===== config.mk =====
export PLATFORM = sky130hd
export DESIGN_NAME = fetch_stage
export DESIGN_NICKNAME = d
export VERILOG_FILES = /design/src/rtl/mips_pkg.sv /design/src/rtl/pc_reg.sv /design/src/rtl/fetch_stage.sv
export SDC_FILE = /design/constraint.sdc
export NUM_CORES = 1
export LEC_CHECK = 0
export BUFFER_PORTS_ARGS = -buffer_cell sky130_fd_sc_hd__buf_2
export CAP_MARGIN = 15
export CORE_MARGIN = 5
export CORE_UTILIZATION = 42
export CTS_BUF_LIST = sky130_fd_sc_hd__clkbuf_8
export CTS_CLUSTER_DIAMETER = 120
export DETAILED_ROUTE_END_ITERATION = 10
export PLACE_DENSITY = 0.65
export SETUP_SLACK_MARGIN = 0.02
export SLEW_MARGIN = 20
export SYNTH_ARGS = -nofsm -noshare
export SYNTH_HDL_FRONTEND = slang
export SYNTH_SLANG_ARGS = --single-unit

===== constraint.sdc =====
create_clock -name clk -period 3.82 [get_ports clk]
set_input_delay 1.146 -clock clk [delete_from_list [all_inputs] [get_ports clk]]
set_output_delay 1.146 -clock clk [all_outputs]
set_load 0.03 [all_outputs]

===== src/rtl/mips_pkg.sv =====
// Shared MIPS core definitions: word type, next-PC select codes, NOP encoding.
package mips_pkg;

  typedef logic [31:0] word_t;

  localparam logic [1:0] PCSRC_SEQ    = 2'b00;
  localparam logic [1:0] PCSRC_JUMP   = 2'b01;
  localparam logic [1:0] PCSRC_BRANCH = 2'b10;

  localparam word_t NOP_INSTR = 32'h0000_0000;

endpackage


===== src/rtl/pc_reg.sv =====
// Enable-gated 32-bit register with asynchronous active-low reset to RESET_PC.
module pc_reg
  import mips_pkg::*;
#(
  parameter word_t RESET_PC = 32'h0000_3000
) (
  input  logic  clk,
  input  logic  rst_n,
  input  logic  en,
  input  word_t d,
  output word_t q
);

  // Load d when enabled; reset forces the boot PC.
  always_ff @(posedge clk or negedge rst_n) begin
    if (!rst_n) begin
      q <= RESET_PC;
    end else if (en) begin
      q <= d;
    end
  end

endmodule


===== src/rtl/fetch_stage.sv =====
// Instruction fetch stage plus IF/ID pipeline register.
// Build option: FETCH_DELAY_SLOT_EN keeps the instruction after a taken
// branch/jump (MIPS delay slot) instead of squashing it to a bubble.
module fetch_stage
  import mips_pkg::*;
#(
  parameter word_t RESET_PC = 32'h0000_3000
) (
  input  logic        clk,
  input  logic        rst_n,
  input  logic        stallF,
  input  logic        stallD,
  input  logic [1:0]  pcsrc,
  input  logic [31:0] instrF,
  output logic [31:0] pcF,
  output logic [31:0] instrD,
  output logic [31:0] pc_plus4D,
  output logic        validD
);

`ifdef FETCH_DELAY_SLOT_EN
  localparam bit FLUSH_EN = 1'b0;
`else
  localparam bit FLUSH_EN = 1'b1;
`endif

  word_t             pc_plus4F;
  logic signed [31:0] branch_off;
  word_t             branch_target;
  word_t             jump_target;
  logic [1:0]        sel;
  word_t             pc_next;
  logic              redirect;

  assign pc_plus4F     = pcF + 32'd4;
  assign branch_off    = {{14{instrD[15]}}, instrD[15:0], 2'b00};
  assign branch_target = pc_plus4D + word_t'(branch_off);
  assign jump_target   = {pc_plus4D[31:28], instrD[25:0], 2'b00};

  // Effective select: stalled ID or a bubble never steers the PC; 11 acts as jump.
  always_comb begin
    sel = PCSRC_SEQ;
    if (!stallD && validD) begin
      if (pcsrc[0]) sel = PCSRC_JUMP;
      else          sel = pcsrc;
    end
  end

  assign redirect = (sel != PCSRC_SEQ);

  // Next-PC mux.
  always_comb begin
    pc_next = pc_plus4F;
    case (sel)
      PCSRC_JUMP:   pc_next = jump_target;
      PCSRC_BRANCH: pc_next = branch_target;
      default:      pc_next = pc_plus4F;
    endcase
  end

  pc_reg #(
    .RESET_PC (RESET_PC)
  ) u_pc_reg (
    .clk   (clk),
    .rst_n (rst_n),
    .en    (!stallF),
    .d     (pc_next),
    .q     (pcF)
  );

  // IF/ID register: hold on stallD, squash wrong path on redirect, else advance.
  always_ff @(posedge clk or negedge rst_n) begin
    if (!rst_n) begin
      instrD    <= NOP_INSTR;
      pc_plus4D <= RESET_PC;
      validD    <= 1'b0;
    end else if (!stallD) begin
      if (redirect && FLUSH_EN) begin
        instrD    <= NOP_INSTR;
        pc_plus4D <= pc_plus4F;
        validD    <= 1'b0;
      end else begin
        instrD    <= instrF;
        pc_plus4D <= pc_plus4F;
        validD    <= 1'b1;
      end
    end
  end

endmodule

==> out/metrics.csv, run 1 <==
stage,metric,value,unit
synth,synth_seq_cells,97,
timing,fin_worst_skew,0.0111,ns
drt,wl,18600,um
critical_path,crit_path_max_fanout,18,
synth,async_flop_share,1.00,
drt,dr.first_iter.drc_count,403,
synth,ys_top_cells_by_area,"dfrtp_1, ha_1, xnor2_1",
drt,vias,5826,
cells_and_area,fill_cells,1486,
clock_network,post_cts_buffers,0,
clock_network,cts-buffers-inserted,9,
timing,max_freq,0.321,GHz
grt,antenna_found_initial,1,
synth,synth_ff_type,dfrtp_1,
place,pre_cts_slack,0.720,ns
floorplanning,core_area,15100,um2
timing,fin_crit,3.11,ns
timing,maxSlewViolCount,0,
timing,tightest_slew,0.780,ns
cells_and_area,drive_gt1_frac,0.234,
clock_network,clock_path_buffers,2,
power_and_ir_drop,p_per_area,533,nW/um2
floorplanning,die_w,134,um
clock_network,numClockSinks,97,
power_and_ir_drop,power_leakage,3.52,nW
synth,yosysMostFrequentCell,dfrtp_1,
clock_network,cts_tree,yes,
timing,period_share,0.815,
clock_network,postCtsHoldBufs,0,
grt,grt_pass1_vias,5667,
status,status,"complete, no violations",
drt,ant_nets,0,
synth,yosys.area.top_type_share,0.362,
cells_and_area,fin_util,0.498,
critical_path,worstSetupEndpointType,register,
drt,via_per_inst,5.71,
timing,whs,0.501,ns
worst_hold_path,min_from,u_pc_reg.q[1],
clock_network,ctsResizeCount,0,
synth,ys_seq_area_frac,0.379,
floorplanning,start_util,0.426,
grt,grt_max_degree,52,
synth,yosysWarnings,0,
grt,grtUsageTotal,0.211,
timing,tns,0,ns
critical_path,crit_type,register to register,
synth,synth_edf_count,0,
place,gp_congestion,0.913,
power_and_ir_drop,peakVddDrop,0.291,mV
timing,fin_ws,0.707,ns
floorplanning,die-area,17900,um2
synth,synth_cells,709,
critical_path,required,4.11,ns
place,portBuffers,134,
cells_and_area,diodes,0,
cells_and_area,syn2layout_area_growth,17.0,%
cells_and_area,nets,899,
place,hpwl,13900,um
cells_and_area,area.sequential,2430,um2
synth,syn-cell-area,6430,um2
floorplanning,io_pins,135,
synth,synthTopCellsByCount,"dfrtp_1, nand2_1, o21ai_0, a21oi_1, xnor2_1",
synth,post_synth_num_cell_types,68,
synth,synth.avg_cell_area,9.06,um2
critical_path,critPathLaunchType,register,
floorplanning,die_h,134,um
synth,yosys.area.top_type,dfrtp_1,
timing,setup_viol,0,
worst_hold_path,worstHoldPathType,register to register,
timing,rsz0062_at_grt,false,
grt,grt_overflow,0,
critical_path,arrival,3.40,ns
synth,syn_nets,781,
cells_and_area,multiInputGateArea,3700,um2
clock_network,clk_latency,0.39,ns
clock_network,cts_root_buffer,clkbuf_8,
timing,finalHoldViolCount,0,
floorplanning,rows,45,
grt,grt_pass1_wl,30300,um
clock_network,cts-htree-levels,3,
drt,dr.pass1.iters,6,
timing,maxSlewHeadroom,0.480,
critical_path,startpoint,instrD[15],
drt,drc,0,
critical_path,timing.rr.start,instrD[15],
run,maxCapViolCount,0,
drt,wl_per_cell,18.3,um
clock_network,clk_pin_slew,0.10,ns
-- kinds of logic (layout without fill, tap and decap cells) --
kind of cell / count (synthesis) / in the layout / synth area share
AOI/OAI and AO/OA: 229 / 229 / 0.255
adders and majority gates: 34 / 34 / 0.0674
and+or+nand+nor: 208 / 208 / 0.156
DFF: 97 / 97 / 0.379
muxes: 15 / 15 / 0.0253
buffers and inverters: 73 / 196 / 0.0454
xor gates and xnor gates: 53 / 53 / 0.0722
-- stage by stage --
step,power [mW],instances,cell area (um2)
6_report,4.01,1020,7520
5_1_grt,4.27,1020,7520
4_1_cts,4.02,1020,7520
3_5_place_dp,3.26,1004,7300
3_3_place_gp,3.26,1004,7300
2_1_floorplan,2.75,709,6430
-- metal layers --
metal,global-route usage,routed length (um),vias to the layer above
met5,0,11,-
met4,0.0560,297,2
met3,0.0461,1150,28
met2,0.315,8130,183
met1,0.309,9020,2756
li1,-,-,2857
-- registers in the layout (all words and copies together) (netlist names) --
name and count:
instrD 32, pc_plus4D 32, validD 1, u_pc_reg.q 32
-- power by group --
group	switching (mW)	internal [mW]
Combinational	1.11	0.659
Sequential	0.275	1.21
Clock	0.380	0.369
Total	1.77	2.24
-- cells in the final DEF (no fill, tap or decap), types with 4 or more instances in the layout --
cell	Yosys	routed
a211oi_1	5	5
a21o_1	10	10
a21oi_1	42	42
a221oi_1	22	22
a22o_1	33	33
a2bb2oi_1	4	4
a31oi_1	5	5
and3_1	10	10
and4_1	7	7
buf_2	2	133
buf_4	2	19
clkbuf_8	0	9
dfrtp_1	93	93
dfstp_2	4	4
ha_1	33	33
inv_1	27	27
mux2_2	10	10
mux2i_1	5	5
nand2_1	86	86
nand2b_1	6	6
nand3_1	23	23
nand4_1	10	10
nor2_1	31	31
nor2b_1	6	5
nor3_1	11	11
nor4_1	4	4
o211ai_1	4	4
o21ai_0	53	53
o21bai_1	7	7
o22a_1	4	4
xnor2_1	38	38
xor2_1	15	15
-- worst max-delay path: stages, from the launching register on --
cell and delay, ns:
dfrtp_1 0.79, ha_1 0.40, a21o_1 0.23, nand4b_1 0.17, or4_1 0.40, and3_1 0.22, a31oi_1 0.25, o21ai_0 0.14
and3_1 0.19, o31ai_1 0.22
-- layout make-up --
cell class                      instances  share of cell area
Clock buffer                            9              0.0165
Multi-Input combinational cell        539               0.493
Timing Repair Buffer                  153               0.110
Tap cell                              188              0.0313
Clock inverter                          7              0.0126
Inverter                               27              0.0135
Sequential cell                        97               0.323
-- path summary, 6_finish.rpt --
check,to,slack [ns],cells past startpoint
hold reg to reg,u_pc_reg.q[1],0.50,2
hold / removal,u_pc_reg.q[1],0.50,2
setup / recovery,u_pc_reg.q[31],0.71,9
min in group asynchronous,pc_plus4D[8],0.76,1
max in group asynchronous,instrD[21],2.36,2
setup reg to reg,u_pc_reg.q[31],0.71,9
No activity file was read; power rests on OpenSTA's default activity.
==> run 2: changes to the inputs <==
Settings changed: PLACE_DENSITY 0.65 to 0.67.
Clock period 3.82 ns to 2.7 ns, I/O delays scaled along.
==> out/metrics.csv, run 2 (synthesis results as in run 1) <==
stage,metric,value,unit,change
status,status,"complete, no violations",,
floorplanning,die_h,134,um,unchanged
drt,dr.max_layer_used,met5,,
critical_path,arrival,2.94,ns,-0.46 ns
timing,max_freq,0.375,GHz,+17%
timing,period_share,0.988,,+0.173
clock_network,postCtsHoldBufs,0,,unchanged
floorplanning,io_pins,135,,unchanged
grt,grt_pass1_wl,31600,um,+4.4%
drt,wl,20000,um,+7.2%
critical_path,required,2.97,ns,-1.14 ns
clock_network,numClockSinks,97,,unchanged
clock_network,clk_latency,0.39,ns,about the same
cells_and_area,fill_cells,1422,,-4.3%
clock_network,cts_tree,yes,,
worst_hold_path,worstHoldPathType,input port to async pin,,
cells_and_area,diodes,0,,unchanged
drt,ant_nets,0,,unchanged
run,maxCapViolCount,0,,unchanged
timing,tightest_slew,0.860,ns,+0.0809 ns
critical_path,worstPathCellList,ha_4 -> inv_2 -> fa_2 -> nand2b_4 -> a211oi_4 -> o41ai_4 -> o31ai_4 -> a41o_1 -> buf_4 -> xnor2_1 -> a221oi_1 -> nor2_1,,
critical_path,path_buf_inv,2,,+2
clock_network,cts_root_buffer,clkbuf_8,,
grt,grt_max_degree,93,,+79%
drt,wl_met3,1420,um,+24%
timing,fin_worst_skew,0.0177,ns,+0.00665 ns
cells_and_area,layout_commonest_cell,buf_2,,
place,hpwl,15000,um,+7.9%
critical_path,ff2ff_setup_slack,0.03,ns,-0.67 ns
place,gp_congestion,0.913,,about the same
power_and_ir_drop,power_leakage,3.88,nW,+10%
drt,wl_per_cell,18.4,um,+0.65%
timing,rsz0062_at_grt,true,,
clock_network,clk_pin_slew,0.10,ns,about the same
cells_and_area,final_cell_mix,"buf_2, dfrtp_1, nand2_1",,
place,dpl_cell_area,7790,um2,+6.6%
clock_network,clock_path_buffers,2,,unchanged
floorplanning,core_area,15100,um2,unchanged
floorplanning,die-area,17900,um2,unchanged
clock_network,cts-htree-levels,3,,unchanged
cells_and_area,nets,965,,+7.3%
timing,maxSlewViolCount,0,,unchanged
place,portBuffers,134,,unchanged
critical_path,cp_slowest_cell,dfrtp_2,,
drt,drc,0,,unchanged
timing,finalHoldViolCount,0,,unchanged
drt,dr.first_iter.drc_count,423,,+5.0%
grt,grt_overflow,0,,unchanged
drt,via_per_inst,5.76,,+0.85%
critical_path,crit_path_max_fanout,2,,-16
floorplanning,start_util,0.426,,unchanged
cells_and_area,reg_top3,"instrD (32), pc_plus4D (32), u_pc_reg.q (32)",,
power_and_ir_drop,p_total,6.20,mW,+55%
power_and_ir_drop,peakVddDrop,0.396,mV,+36%
critical_path,worstSetupEndpointType,register,,
clock_network,cts-buffers-inserted,9,,unchanged
grt,antenna_found_initial,2,,+1
floorplanning,rows,45,,unchanged
timing,maxSlewHeadroom,0.426,,-0.0540
critical_path,critical-path-max-stage-delay,0.40,ns,-0.39 ns
grt,grt_pass1_vias,5985,,+5.6%
grt,grtUsageTotal,0.220,,+0.00968
cells_and_area,post-route-cell-area,8250,um2,+9.7%
power_and_ir_drop,p_per_area,751,nW/um2,+41%
cells_and_area,drive_gt1_frac,0.322,,+0.0875
timing,setup_viol,0,,unchanged
drt,wl_met2,8940,um,+9.9%
critical_path,crit_type,register to register,,
critical_path,crit_family,compound AO/OA/AOI/OAI gates,,
drt,vias,6256,,+7.4%
cells_and_area,syn2layout_area_growth,28.4,%,
drt,dr.pass1.iters,5,,-1
drt,wl_met1,9150,um,+1.4%
timing,fin_crit,2.67,ns,-0.445 ns
floorplanning,die_w,134,um,unchanged
critical_path,critPathLaunchType,register,,
run 2: cell types whose count changed in the layout (fill, tap and decap cells not counted), sizes merged:
cell	change
clkbuf	+2
buf	+66
clkinv	-2
run 2: routing by layer:
layer | vias to the layer above | track usage
met5 | - | 0
met4 | 4 | 0.0686
met3 | 28 | 0.0476
met2 | 226 | 0.338
met1 | 3010 | 0.311
li1 | 2988 | -
run 2: power by group:
part,leakage (nW),switching [mW],internal (mW)
clock network,0.115,0.534,0.570
logic,2.57,1.83,1.24
registers,1.20,0.304,1.72
run 2: layout make-up:
cell class	instances	area (um2)	area share
clock buffer	11	151	0.0183
sequential	97	2440	0.295
clock inverter	5	77.6	0.00940
multi-input combinational	539	3900	0.472
inverter	27	101	0.0123
timing repair buffer	219	1350	0.164
tap	188	235	0.0285
run 2: worst paths after layout:
check,cells after the start,start,to
max,12,pc_plus4D[2],u_pc_reg.q[26]
min,1,rst_n,instrD[29]
max reg2reg,12,pc_plus4D[2],u_pc_reg.q[26]
min reg2reg,2,pc_plus4D[13],pc_plus4D[13]
max in group asynchronous,2,rst_n,pc_plus4D[12]
min in group clk,2,pc_plus4D[13],pc_plus4D[13]
run 2: timing repair:
action / in CTS / in global routing
setup endpoints to repair: 7 / 14
cloned: 0 / 0
resized for setup: 6 / 28
pin swaps: 7 / 18
hold endpoints to repair: 0 / 0
setup buffers: 2 / 4
run 2: per-stage QoR:
step | util | cells | TNS [ns] | hold slack [ns] | worst slack, ns
floorplan | - | 709 | -0.0907 | 0.458 | -0.0907
global placement | 0.516 | 1064 | -0.0321 | 0.478 | -0.0321
detailed placement | 0.516 | 1064 | -0.242 | 0.490 | -0.0860
CTS | 0.535 | 1082 | 0 | 0.427 | 0.0274
global route | 0.547 | 1086 | -0.110 | 0.438 | -0.0521
finish | 0.547 | 1086 | 0 | 0.414 | 0.0324
==> run 3: changes to the inputs <==
Settings changed: SYNTH_HIERARCHICAL set to 1.
==> out/metrics.csv, run 3 <==
stage,metric,value,unit,change
synth,synthTopCellsByCount,"dfrtp_1, nand2_1, o21ai_0, a21oi_1",,
timing,maxSlewViolCount,0,,unchanged
critical_path,critPathLaunchType,register,,
grt,grt_overflow,0,,unchanged
grt,use_met1,0.299,,-0.0120
critical_path,critical-path-max-stage-delay,0.40,ns,about the same
cells_and_area,diodes,0,,unchanged
floorplanning,die-area,18100,um2,+1.2%
worst_hold_path,worstHoldPathType,input port to async pin,,
cells_and_area,fill_cells,1378,,-3.1%
timing,fin_crit,2.55,ns,-0.113 ns
place,gp_congestion,0.951,,+4.2%
place,dpl_cell_area,7830,um2,+0.58%
run,maxCapViolCount,0,,unchanged
synth,synth_ff_type,dfrtp_1,,
cells_and_area,nets,900,,-6.7%
timing,period_share,0.946,,-0.0420
drt,wl,20600,um,+3.1%
drt,ant_nets,0,,unchanged
grt,grt_util_met3,0.0365,,-0.0111
synth,yosys.area.top_type,dfrtp_1,,
critical_path,ff2ff_setup_slack,0.15,ns,+0.11 ns
drt,dr.pass1.iters,8,,+3
synth,syn_nets,710,,-9.1%
timing,rsz0062_at_grt,true,,
place,portBuffers,134,,unchanged
grt,grtUsageTotal,0.227,,+0.00638
timing,finalHoldViolCount,0,,unchanged
cells_and_area,multiInputGateArea,3920,um2,+0.48%
synth,synth_cells,638,,-10%
drt,dr.first_iter.drc_count,375,,-11%
cells_and_area,syn2layout_area_growth,25.9,%,
synth,ys_top_cells_by_area,"dfrtp_1, mux2_4, ha_1",,
critical_path,required,3.04,ns,+0.07 ns
grt,grt_pass1_wl,32500,um,+2.7%
critical_path,cp_slowest_cell,dfrtp_1,,
floorplanning,rows,45,,unchanged
critical_path,crit_type,register to register,,
drt,via_per_inst,5.81,,+0.87%
place,hpwl,15600,um,+4.1%
clock_network,clk_pin_slew,0.10,ns,about the same
drt,wl_per_cell,20.1,um,+9.6%
critical_path,worstPathCellList,ha_1 -> inv_1 -> fa_1 -> nor2b_2 -> o31ai_4 -> a21oi_2 -> o2111ai_2 -> a21boi_2 -> buf_4 -> a2111o_1 -> nand4_1 -> mux2_4,,
clock_network,cts_root_buffer,clkbuf_8,,
cells_and_area,post-route-cell-area,8190,um2,-0.77%
floorplanning,die_h,134,um,+0.58%
grt,grt-busiest-layer,met2,,
timing,maxSlewHeadroom,0.445,,+0.0182
status,status,"complete, no violations",,
power_and_ir_drop,peakVddDrop,0.538,mV,+36%
cells_and_area,layout_commonest_cell,buf_2,,
synth,post_synth_num_cell_types,64,,-5.9%
clock_network,numClockSinks,97,,unchanged
floorplanning,start_util,0.428,,+0.00211
synth,yosysWarnings,6,,+6
power_and_ir_drop,p_per_area,753,nW/um2,+0.28%
synth,async_flop_share,1.00,,unchanged
grt,antenna_found_initial,0,,-2
cells_and_area,area.sequential,2430,um2,-0.15%
synth,yosysMostFrequentCell,dfrtp_1,,
clock_network,clk_latency,0.40,ns,about the same
power_and_ir_drop,p_total,6.17,mW,-0.50%
synth,yosys.area.top_type_share,0.358,,-0.00446
floorplanning,core_area,15200,um2,+0.75%
critical_path,worstSetupEndpointType,register,,
grt,grt_max_degree,69,,-26%
floorplanning,io_pins,135,,unchanged
grt,grt_pass1_vias,6091,,+1.8%
synth,syn-cell-area,6510,um2,+1.2%
cells_and_area,drive_gt1_frac,0.397,,+0.0755
synth,synth_edf_count,0,,unchanged
clock_network,clock_path_buffers,2,,unchanged
cells_and_area,fin_util,0.539,,-0.00825
timing,tightest_slew,0.833,ns,-0.0273 ns
clock_network,cts-buffers-inserted,9,,unchanged
floorplanning,die_w,134,um,+0.58%
cells_and_area,final_cell_mix,"buf_2, dfrtp_1, buf_4",,
timing,fin_worst_skew,0.0129,ns,-0.00485 ns
clock_network,cts_tree,yes,,
synth,synth.avg_cell_area,10.2,um2,+13%
critical_path,crit_path_max_fanout,4,,+2
synth,synth_seq_cells,97,,unchanged
timing,max_freq,0.391,GHz,+4.4%
clock_network,cts-htree-levels,3,,unchanged
timing,setup_viol,0,,unchanged
drt,drc,0,,unchanged
synth,ys_seq_area_frac,0.374,,-0.00466
drt,vias,5933,,-5.2%
grt,gr-usage-met2,0.386,,+0.0477
critical_path,r2r_cells,12,,unchanged
cells_and_area,reg_top3,"instrD (32), pc_plus4D (32), u_pc_reg/q (32)",,
critical_path,arrival,2.90,ns,-0.04 ns
power_and_ir_drop,power_leakage,4.03,nW,+3.8%
-- run 3: cell types whose count changed after synthesis, sizes merged, moves of 5 or more --
cell,before,now
a221oi,23,8
mux2,10,57
clkbuf,37,25
o21ai,54,42
o21bai,7,2
a22oi,3,21
nand2,86,42
inv,27,16
a21oi,43,37
-- run 3: cell type report --
class | count | share of cell area
tap | 188 | 0.0287
clock buffer | 12 | 0.0202
clock inverter | 4 | 0.00611
inverter | 16 | 0.00733
timing repair buffer | 215 | 0.162
multi-input combinational | 489 | 0.478
sequential | 97 | 0.297
-- run 3: kinds of logic (layout without fill, tap and decap cells) --
family,Yosys count,in the layout,synth area share
adder cells (fa/ha/maj),34,34,0.0665
XOR/XNOR,53,53,0.0725
AO/OA/AOI/OAI,189,189,0.200
flip-flops,97,97,0.374
multiplexers,62,62,0.124
AND/OR/NAND/NOR,151,151,0.122
buffers and inverters,52,247,0.0415
-- run 3: per-layer routing --
layer | vias up | wire (um)
met1 | 2948 | 9060
met5 | - | 0
met2 | 207 | 10100
li1 | 2751 | -
met3 | 27 | 1070
met4 | 0 | 336
-- run 3: what timing repair did --
action,CTS,global route
pin swaps,0,3
resized for setup,3,27
hold buffers,0,0
buffers inserted,0,3
setup endpoints to repair,3,13
-- run 3: path summary, 6_finish.rpt --
| path | startpoint | to |
|---|---|---|
| max | instrD[0] | u_pc_reg/q[28] |
| min | rst_n | instrD[11] |
| max reg2reg | instrD[0] | u_pc_reg/q[28] |
| min reg2reg | validD | validD |
| max in group asynchronous | rst_n | pc_plus4D[12] |
| min in group clk | validD | validD |
-- run 3: power by group --
part	total [mW]	internal, mW	switching, mW
clock network	1.06	0.503	0.556
registers	2.06	1.73	0.332
logic	3.05	1.27	1.78
total	6.17	3.50	2.67
-- run 3: worst max-delay path: cells and delay by family (launching register included) --
kind | cells | cell delay, ns
multiplexers | 1 | 0.14
adder cells (fa/ha/maj) | 2 | 0.41
buffers and inverters | 2 | 0.22
flip-flops | 1 | 0.40
AO/OA/AOI/OAI | 5 | 1.17
AND/OR/NAND/NOR | 2 | 0.15
-- run 3: per-stage QoR --
step                      TNS (ns)  worst slack, ns  hold WS (ns)  instances
after floorplan                  0           0.0209         0.514        638
after global placement           0           0.0263         0.482       1002
after detailed placement   -0.0376          -0.0376         0.491       1002
after CTS                        0           0.0566         0.270       1018
after global routing       -0.0201          -0.0201         0.281       1021
final                            0            0.146         0.278       1021
